--- config.mk ---
export PLATFORM = sky130hd
export DESIGN_NAME = pre_norm_mul_pipe
export DESIGN_NICKNAME = d
export VERILOG_FILES = /design/src/rtl/pre_norm_mul_pipe.sv
export SDC_FILE = /design/constraint.sdc
export NUM_CORES = 2
export LEC_CHECK = 0
export CORE_MARGIN = 5
export CORE_UTILIZATION = 30
export DETAILED_ROUTE_END_ITERATION = 10
export GPL_TIMING_DRIVEN = 0
export PLACE_DENSITY = 0.43
export SYNTH_ARGS = -nofsm -noshare
export SYNTH_HDL_FRONTEND = slang
export SYNTH_SLANG_ARGS = --single-unit
--- constraint.sdc ---
create_clock -name clk_i -period 14.1 [get_ports clk_i]
set_input_delay 2.82 -clock clk_i [delete_from_list [all_inputs] [get_ports clk_i]]
set_output_delay 2.82 -clock clk_i [all_outputs]
set_load 0.02 [all_outputs]
--- src/rtl/pre_norm_mul_pipe.sv ---
// Pipelined FP32 multiply front end: unpack, sign, biased exponent sum with class, 48-bit
// mantissa product, valid/ready on both sides. Define MUL_NAN_INF_EN to build inf/nan flags.
`timescale 1ns/1ps
module pre_norm_mul_pipe #(
   parameter int PIPE_STAGES = 3
) (
   input  logic        clk_i,
   input  logic        rst_n_i,
   input  logic        in_valid_i,
   output logic        in_ready_o,
   input  logic [31:0] opa_i,
   input  logic [31:0] opb_i,
   input  logic [1:0]  rmode_i,
   output logic        out_valid_o,
   input  logic        out_ready_i,
   output logic [31:0] opa_o,
   output logic [31:0] opb_o,
   output logic [1:0]  rmode_o,
   output logic        sign_o,
   output logic [7:0]  exp_10_o,
   output logic [1:0]  exp_ovf_o,
   output logic [47:0] fract_48_o,
   output logic        inf_o,
   output logic        nan_o
);
   localparam int N   = PIPE_STAGES;
   localparam int SBW = 77;

   logic [7:0]     ea_s, eb_s, ea_eff_s, eb_eff_s;
   logic [23:0]    ma_s, mb_s;
   logic [9:0]     s_s;
   logic [1:0]     ovf_s;
   logic [SBW-1:0] sb_in_s;
   logic           adv_s;
   logic [N:1]     vld_d, vld_q;
   logic [SBW-1:0] sb_d [1:N];
   logic [SBW-1:0] sb_q [1:N];
   logic [23:0]    ma_d, ma_q, mb_d, mb_q;
   logic [47:0]    fract_s;

   // Whole pipe advances together; a stalled output freezes every stage.
   assign adv_s      = !vld_q[N] | out_ready_i;
   assign in_ready_o = adv_s;

   // Unpack operands; S is kept 10-bit signed so the class compares see the true sum.
   always_comb begin
      ea_s     = opa_i[30:23];
      eb_s     = opb_i[30:23];
      ea_eff_s = (ea_s == 8'd0) ? 8'd1 : ea_s;
      eb_eff_s = (eb_s == 8'd0) ? 8'd1 : eb_s;
      ma_s     = {(ea_s != 8'd0), opa_i[22:0]};
      mb_s     = {(eb_s != 8'd0), opb_i[22:0]};
      s_s      = {2'b00, ea_eff_s} + {2'b00, eb_eff_s} - 10'd127;
      if ($signed(s_s) >= 10'sd255) begin
         ovf_s = 2'b11;
      end else if ($signed(s_s) <= 10'sd0) begin
         ovf_s = 2'b10;
      end else if (s_s == 10'd254) begin
         ovf_s = 2'b01;
      end else begin
         ovf_s = 2'b00;
      end
      sb_in_s = {opa_i, opb_i, rmode_i, opa_i[31] ^ opb_i[31], s_s[7:0], ovf_s};
   end

   // Valid bits and sideband shift one stage per advance, bubbles included.
   always_comb begin
      vld_d = vld_q;
      ma_d  = ma_q;
      mb_d  = mb_q;
      for (int i = 1; i <= N; i++) begin
         sb_d[i] = sb_q[i];
      end
      if (adv_s) begin
         vld_d   = {vld_q[N-1:1], in_valid_i};
         sb_d[1] = sb_in_s;
         for (int i = 2; i <= N; i++) begin
            sb_d[i] = sb_q[i-1];
         end
         ma_d = ma_s;
         mb_d = mb_s;
      end else begin
         vld_d = vld_q;
      end
   end

   // Stage registers for valid, sideband and unpacked mantissas.
   always_ff @(posedge clk_i or negedge rst_n_i) begin
      if (!rst_n_i) begin
         vld_q <= {N{1'b0}};
         ma_q  <= 24'd0;
         mb_q  <= 24'd0;
         for (int i = 1; i <= N; i++) begin
            sb_q[i] <= {SBW{1'b0}};
         end
      end else begin
         vld_q <= vld_d;
         ma_q  <= ma_d;
         mb_q  <= mb_d;
         for (int i = 1; i <= N; i++) begin
            sb_q[i] <= sb_d[i];
         end
      end
   end

   generate
      if (N == 2) begin : g_mul2
         logic [47:0] fract_d, fract_q;

         // Short pipe: whole 24x24 product in one stage.
         always_comb begin
            if (adv_s) begin
               fract_d = {24'd0, ma_q} * {24'd0, mb_q};
            end else begin
               fract_d = fract_q;
            end
         end

         // Product register.
         always_ff @(posedge clk_i or negedge rst_n_i) begin
            if (!rst_n_i) begin
               fract_q <= 48'd0;
            end else begin
               fract_q <= fract_d;
            end
         end

         assign fract_s = fract_q;
      end else begin : g_mul34
         logic [35:0] pp_lo_d, pp_lo_q, pp_hi_d, pp_hi_q;
         logic [47:0] f3_d, f3_q;

         // Two 24x12 partial products, then one aligned add in the next stage.
         always_comb begin
            if (adv_s) begin
               pp_lo_d = {12'd0, ma_q} * {24'd0, mb_q[11:0]};
               pp_hi_d = {12'd0, ma_q} * {24'd0, mb_q[23:12]};
               f3_d    = {12'd0, pp_lo_q} + {pp_hi_q, 12'd0};
            end else begin
               pp_lo_d = pp_lo_q;
               pp_hi_d = pp_hi_q;
               f3_d    = f3_q;
            end
         end

         // Partial-product and sum registers.
         always_ff @(posedge clk_i or negedge rst_n_i) begin
            if (!rst_n_i) begin
               pp_lo_q <= 36'd0;
               pp_hi_q <= 36'd0;
               f3_q    <= 48'd0;
            end else begin
               pp_lo_q <= pp_lo_d;
               pp_hi_q <= pp_hi_d;
               f3_q    <= f3_d;
            end
         end

         if (N == 4) begin : g_out4
            logic [47:0] f4_d, f4_q;

            // Extra retiming stage for the four-deep configuration.
            always_comb begin
               if (adv_s) begin
                  f4_d = f3_q;
               end else begin
                  f4_d = f4_q;
               end
            end

            // Output product register.
            always_ff @(posedge clk_i or negedge rst_n_i) begin
               if (!rst_n_i) begin
                  f4_q <= 48'd0;
               end else begin
                  f4_q <= f4_d;
               end
            end

            assign fract_s = f4_q;
         end else begin : g_out3
            assign fract_s = f3_q;
         end
      end
   endgenerate

   assign out_valid_o = vld_q[N];
   assign {opa_o, opb_o, rmode_o, sign_o, exp_10_o, exp_ovf_o} = sb_q[N];
   assign fract_48_o  = fract_s;

`ifdef MUL_NAN_INF_EN
   logic       a_inf_s, b_inf_s, a_nan_s, b_nan_s, a_zero_s, b_zero_s;
   logic [1:0] flg_in_s;
   logic [1:0] flg_d [1:N];
   logic [1:0] flg_q [1:N];

   // Special-operand detection; inf x zero is invalid and reported as NaN.
   always_comb begin
      a_inf_s  = (opa_i[30:23] == 8'hFF) && (opa_i[22:0] == 23'd0);
      b_inf_s  = (opb_i[30:23] == 8'hFF) && (opb_i[22:0] == 23'd0);
      a_nan_s  = (opa_i[30:23] == 8'hFF) && (opa_i[22:0] != 23'd0);
      b_nan_s  = (opb_i[30:23] == 8'hFF) && (opb_i[22:0] != 23'd0);
      a_zero_s = (opa_i[30:0] == 31'd0);
      b_zero_s = (opb_i[30:0] == 31'd0);
      flg_in_s[0] = a_nan_s | b_nan_s | (a_inf_s & b_zero_s) | (b_inf_s & a_zero_s);
      flg_in_s[1] = (a_inf_s | b_inf_s) & !flg_in_s[0];
   end

   // Flags ride the same shift schedule as the sideband.
   always_comb begin
      for (int i = 1; i <= N; i++) begin
         flg_d[i] = flg_q[i];
      end
      if (adv_s) begin
         flg_d[1] = flg_in_s;
         for (int i = 2; i <= N; i++) begin
            flg_d[i] = flg_q[i-1];
         end
      end else begin
         flg_d[1] = flg_q[1];
      end
   end

   // Flag stage registers.
   always_ff @(posedge clk_i or negedge rst_n_i) begin
      if (!rst_n_i) begin
         for (int i = 1; i <= N; i++) begin
            flg_q[i] <= 2'b00;
         end
      end else begin
         for (int i = 1; i <= N; i++) begin
            flg_q[i] <= flg_d[i];
         end
      end
   end

   assign inf_o = flg_q[N][1];
   assign nan_o = flg_q[N][0];
`else
   assign inf_o = 1'b0;
   assign nan_o = 1'b0;
`endif

endmodule

==> results.ini <==
[drt]
routedWlPerCell_um=21.3
drt_wl_total_mm=121
drc_errors=0
routed_via_density=4.66
route.vias.total=26444
drt_first_iter_violations=1489
drt_first_pass_iters=7
antenna_violating_nets_post_route=0

[worst_setup_path]
worstSetupStartpoint=out_ready_i
ff2ff_path_depth=21
critical_path.max_stage_delay_ps=730
regToRegSetupSlack_ps=6440
critPathTopFamily=buffers and inverters
timing.critical_path.cells=clkdlybuf4s50_1 > nor2b_1 > clkbuf_1 > inv_2 > clkbuf_2 > clkbuf_1 > clkdlybuf4s50_1
worst-endpoint-arrival_ps=5790
worst_r2r_startpoint=sb_q[170]
cp_num_buf_inv=6
crit_end=in_ready_o
type_of_the_worst_setup_path=input pin to output pin
timing.critical_path.slowest_stage_cell=sky130_fd_sc_hd__clkdlybuf4s50_1
rr_endpoint=g_mul34.pp_lo_q[35]
worstSetupStartpointType=input pin
cp.required_ps=11280
worst-path-stages=7
maximum_fanout_along_the_worst_path=11
crit_path_end_kind=output pin

[finish]
fraction_of_layout_cells_with_a_size_suffix_above_1=0.0397
regArea_um2=8910
layout.nets=4844
areaGrowthSynthToFinish_pct=16.2
finalCoreUtilization=0.350
layout_common_cells=sky130_fd_sc_hd__nand2_1 (1269), sky130_fd_sc_hd__inv_1 (553), sky130_fd_sc_hd__fa_1 (442)
layout_commonest_cell=sky130_fd_sc_hd__nand2_1
multi_input_comb_area_um2=21000
fillCellCount=11790

[global_routing]
total_routing_usage_reported_by_global_routing=0.205
initial_antenna_violation_count=4
globalRouteOverflowTotal=0
grt_start_max_net_pins=105
grt_first_pass_wirelength_mm=180
grt_pass1_vias=27742

[sta]
worst_hold_slack_ps=463
sum_of_negative_setup_slack_ps=0
hold_viol=0
final.setup_skew_ps=19.4
period_needed_ps=8610
rsz0062_at_grt=false
setup_viol_count_final=0
final_max_slew_viol_count=0
achievable-frequency_ghz=0.116
slew_at_the_pin_with_the_worst_max_slew_slack_ps=1400
finalCritPeriodShare=0.610
slew-limit-headroom=0.0666

[synth]
post_synth_instance_area_um2=33300
ys_seq_elements=356
synth.yosys.warnings=0
synth_async_sr_flop_share=1.00
postSynth.topFlopCell=sky130_fd_sc_hd__dfrtp_1
yosys.area.top_type_share=0.267
synth.yosys.seq_area_share=0.267
gate_count_of_the_mapped_netlist=3899
synth-edff-count=0
synth_area_leader_cell=sky130_fd_sc_hd__dfrtp_1
synth_area_per_cell_um2=8.54
synth.area.top_cells=sky130_fd_sc_hd__dfrtp_1 (27%), sky130_fd_sc_hd__fa_1 (27%), sky130_fd_sc_hd__nand2_1 (14%), sky130_fd_sc_hd__ha_1 (7.0%), sky130_fd_sc_hd__inv_1 (6.2%)
ys_types=67

[job]
count_of_maximum_capacitance_violations=0

[floorplan]
floorplan.initialDensity=0.301
floorplan.core_area_um2=111000
die-area_um2=118000
rows=122
die-width_um=343
boundaryPins=199
floorplan.die.height_um=343

[cts]
clk_pin_slew_worst_paths_ps=60
worst_skew_pair.late_latency_ps=600
clock_tree.buffer_depth=3
post_cts_buffers=0
cts_made_buffers=44
cts-hold-fix-buffers=0
clock_root_cell=sky130_fd_sc_hd__clkbuf_16
clock_tree.htree_level_count=2
cts.sink_count=356
cts_tree=done
post_cts.resized_instances=0

[place]
io_buffer_count=196
total_half_perimeter_wirelength_after_legalization_and_detailed_placement_mm=96.2
gp_congestion=0.908

[hold_path]
holdCritPathClass=flop to flop
worst_hold_stages=2

[status]
outcome=finished, final reports clean

-- registers in the layout, indices dropped and copies added (netlist names), 2 cells and up --
signal	count
g_mul34.pp_hi_q	36
g_mul34.pp_lo_q	36
exp_10_o	8
exp_ovf_o	2
vld_q	3
opa_o	32
sb_q	154
fract_48_o	48
opb_o	32
rmode_o	2
-- area by class of cell --
cell class                 instances  area share
antenna                            2    0.000129
sequential                       356       0.230
inverter                         554      0.0537
timing repair buffer             199      0.0530
clock inverter                    20     0.00663
multi-input combinational       2705       0.542
clock buffer                      61      0.0314
tap                             1488      0.0481
buffer                           285      0.0353
-- per-layer routing --
metal	track usage	wire [um]	vias to the layer above
met1	0.265	50800	13446
met2	0.360	60200	640
met3	0.0250	6120	137
met5	0	0	-
li1	-	-	12221
met4	0.0568	3610	0
-- metrics by stage --
| stage | cell area [um2] | instances | worst slack (ps) |
|---|---|---|---|
| after floorplan | 33300 | 3900 | 7450 |
| after global placement | 37100 | 5584 | -6770 |
| after detailed placement | 37200 | 5587 | 5440 |
| after CTS | 38700 | 5668 | 5430 |
| after global routing | 38700 | 5668 | 5360 |
| final | 38700 | 5670 | 5490 |
-- cell families (layout without fill, tap and decap cells) --
family / count (synthesis) / in the layout / synth area share
adders and majority gates: 629 / 629 / 0.336
AOI/OAI and AO/OA: 349 / 349 / 0.0645
xor gates and xnor gates: 95 / 95 / 0.0250
and+or+nand+nor: 1629 / 1629 / 0.203
buffers and inverters: 839 / 1119 / 0.103
DFF: 356 / 356 / 0.267
other: 1 / 4 / 0.000113
muxes: 1 / 1 / 0.000338
-- synthesized netlist by cell type (2+ instances only) --
cell type	number
sky130_fd_sc_hd__nand3b_1	4
sky130_fd_sc_hd__o21a_1	6
sky130_fd_sc_hd__a21boi_1	2
sky130_fd_sc_hd__a21o_1	30
sky130_fd_sc_hd__dfrtp_1	356
sky130_fd_sc_hd__fa_1	442
sky130_fd_sc_hd__o311ai_1	2
sky130_fd_sc_hd__and3_1	11
sky130_fd_sc_hd__a31oi_1	10
sky130_fd_sc_hd__or4_1	6
sky130_fd_sc_hd__o21bai_1	5
sky130_fd_sc_hd__buf_1	7
sky130_fd_sc_hd__o211a_1	2
sky130_fd_sc_hd__nand4_1	9
sky130_fd_sc_hd__clkbuf_1	200
sky130_fd_sc_hd__nand2_1	1269
sky130_fd_sc_hd__nor3_1	13
sky130_fd_sc_hd__nor2_1	88
sky130_fd_sc_hd__a31o_1	5
sky130_fd_sc_hd__o31ai_1	10
sky130_fd_sc_hd__nand3_1	23
sky130_fd_sc_hd__and2_1	170
sky130_fd_sc_hd__o2111ai_1	3
sky130_fd_sc_hd__xnor2_1	39
sky130_fd_sc_hd__ha_1	187
sky130_fd_sc_hd__o211ai_1	9
sky130_fd_sc_hd__xor2_1	56
sky130_fd_sc_hd__or2_2	2
sky130_fd_sc_hd__a21oi_1	114
sky130_fd_sc_hd__or2_1	3
sky130_fd_sc_hd__a311oi_1	4
sky130_fd_sc_hd__o21ai_1	51
sky130_fd_sc_hd__or3_1	4
sky130_fd_sc_hd__inv_1	553
sky130_fd_sc_hd__nor2b_1	10
sky130_fd_sc_hd__o21ai_0	62
sky130_fd_sc_hd__a211oi_1	12
sky130_fd_sc_hd__buf_4	78
sky130_fd_sc_hd__nand2b_1	14
-- worst min-delay path, stage by stage (launching register included) --
cell,delay (ps)
sky130_fd_sc_hd__dfrtp_1,340
sky130_fd_sc_hd__nand2_1,50
sky130_fd_sc_hd__nand2_1,40
-- worst min-delay path by stage --
stage | from | endpoint | slack (ps)
3_5_place_dp | sb_q[152] | sb_q[152] | 460
5_1_grt | opa_o[25] | opa_o[25] | 480
3_3_place_gp | sb_q[225] | sb_q[225] | 450
4_1_cts | g_mul34.pp_lo_q[3] | g_mul34.pp_lo_q[3] | 470
6_report | opb_o[27] | opb_o[27] | 460
2_1_floorplan | vld_q[2] | vld_q[2] | 430
Power is not shown: default switching activity piles up to over one toggle a cycle in this logic, so the estimate is an artifact.
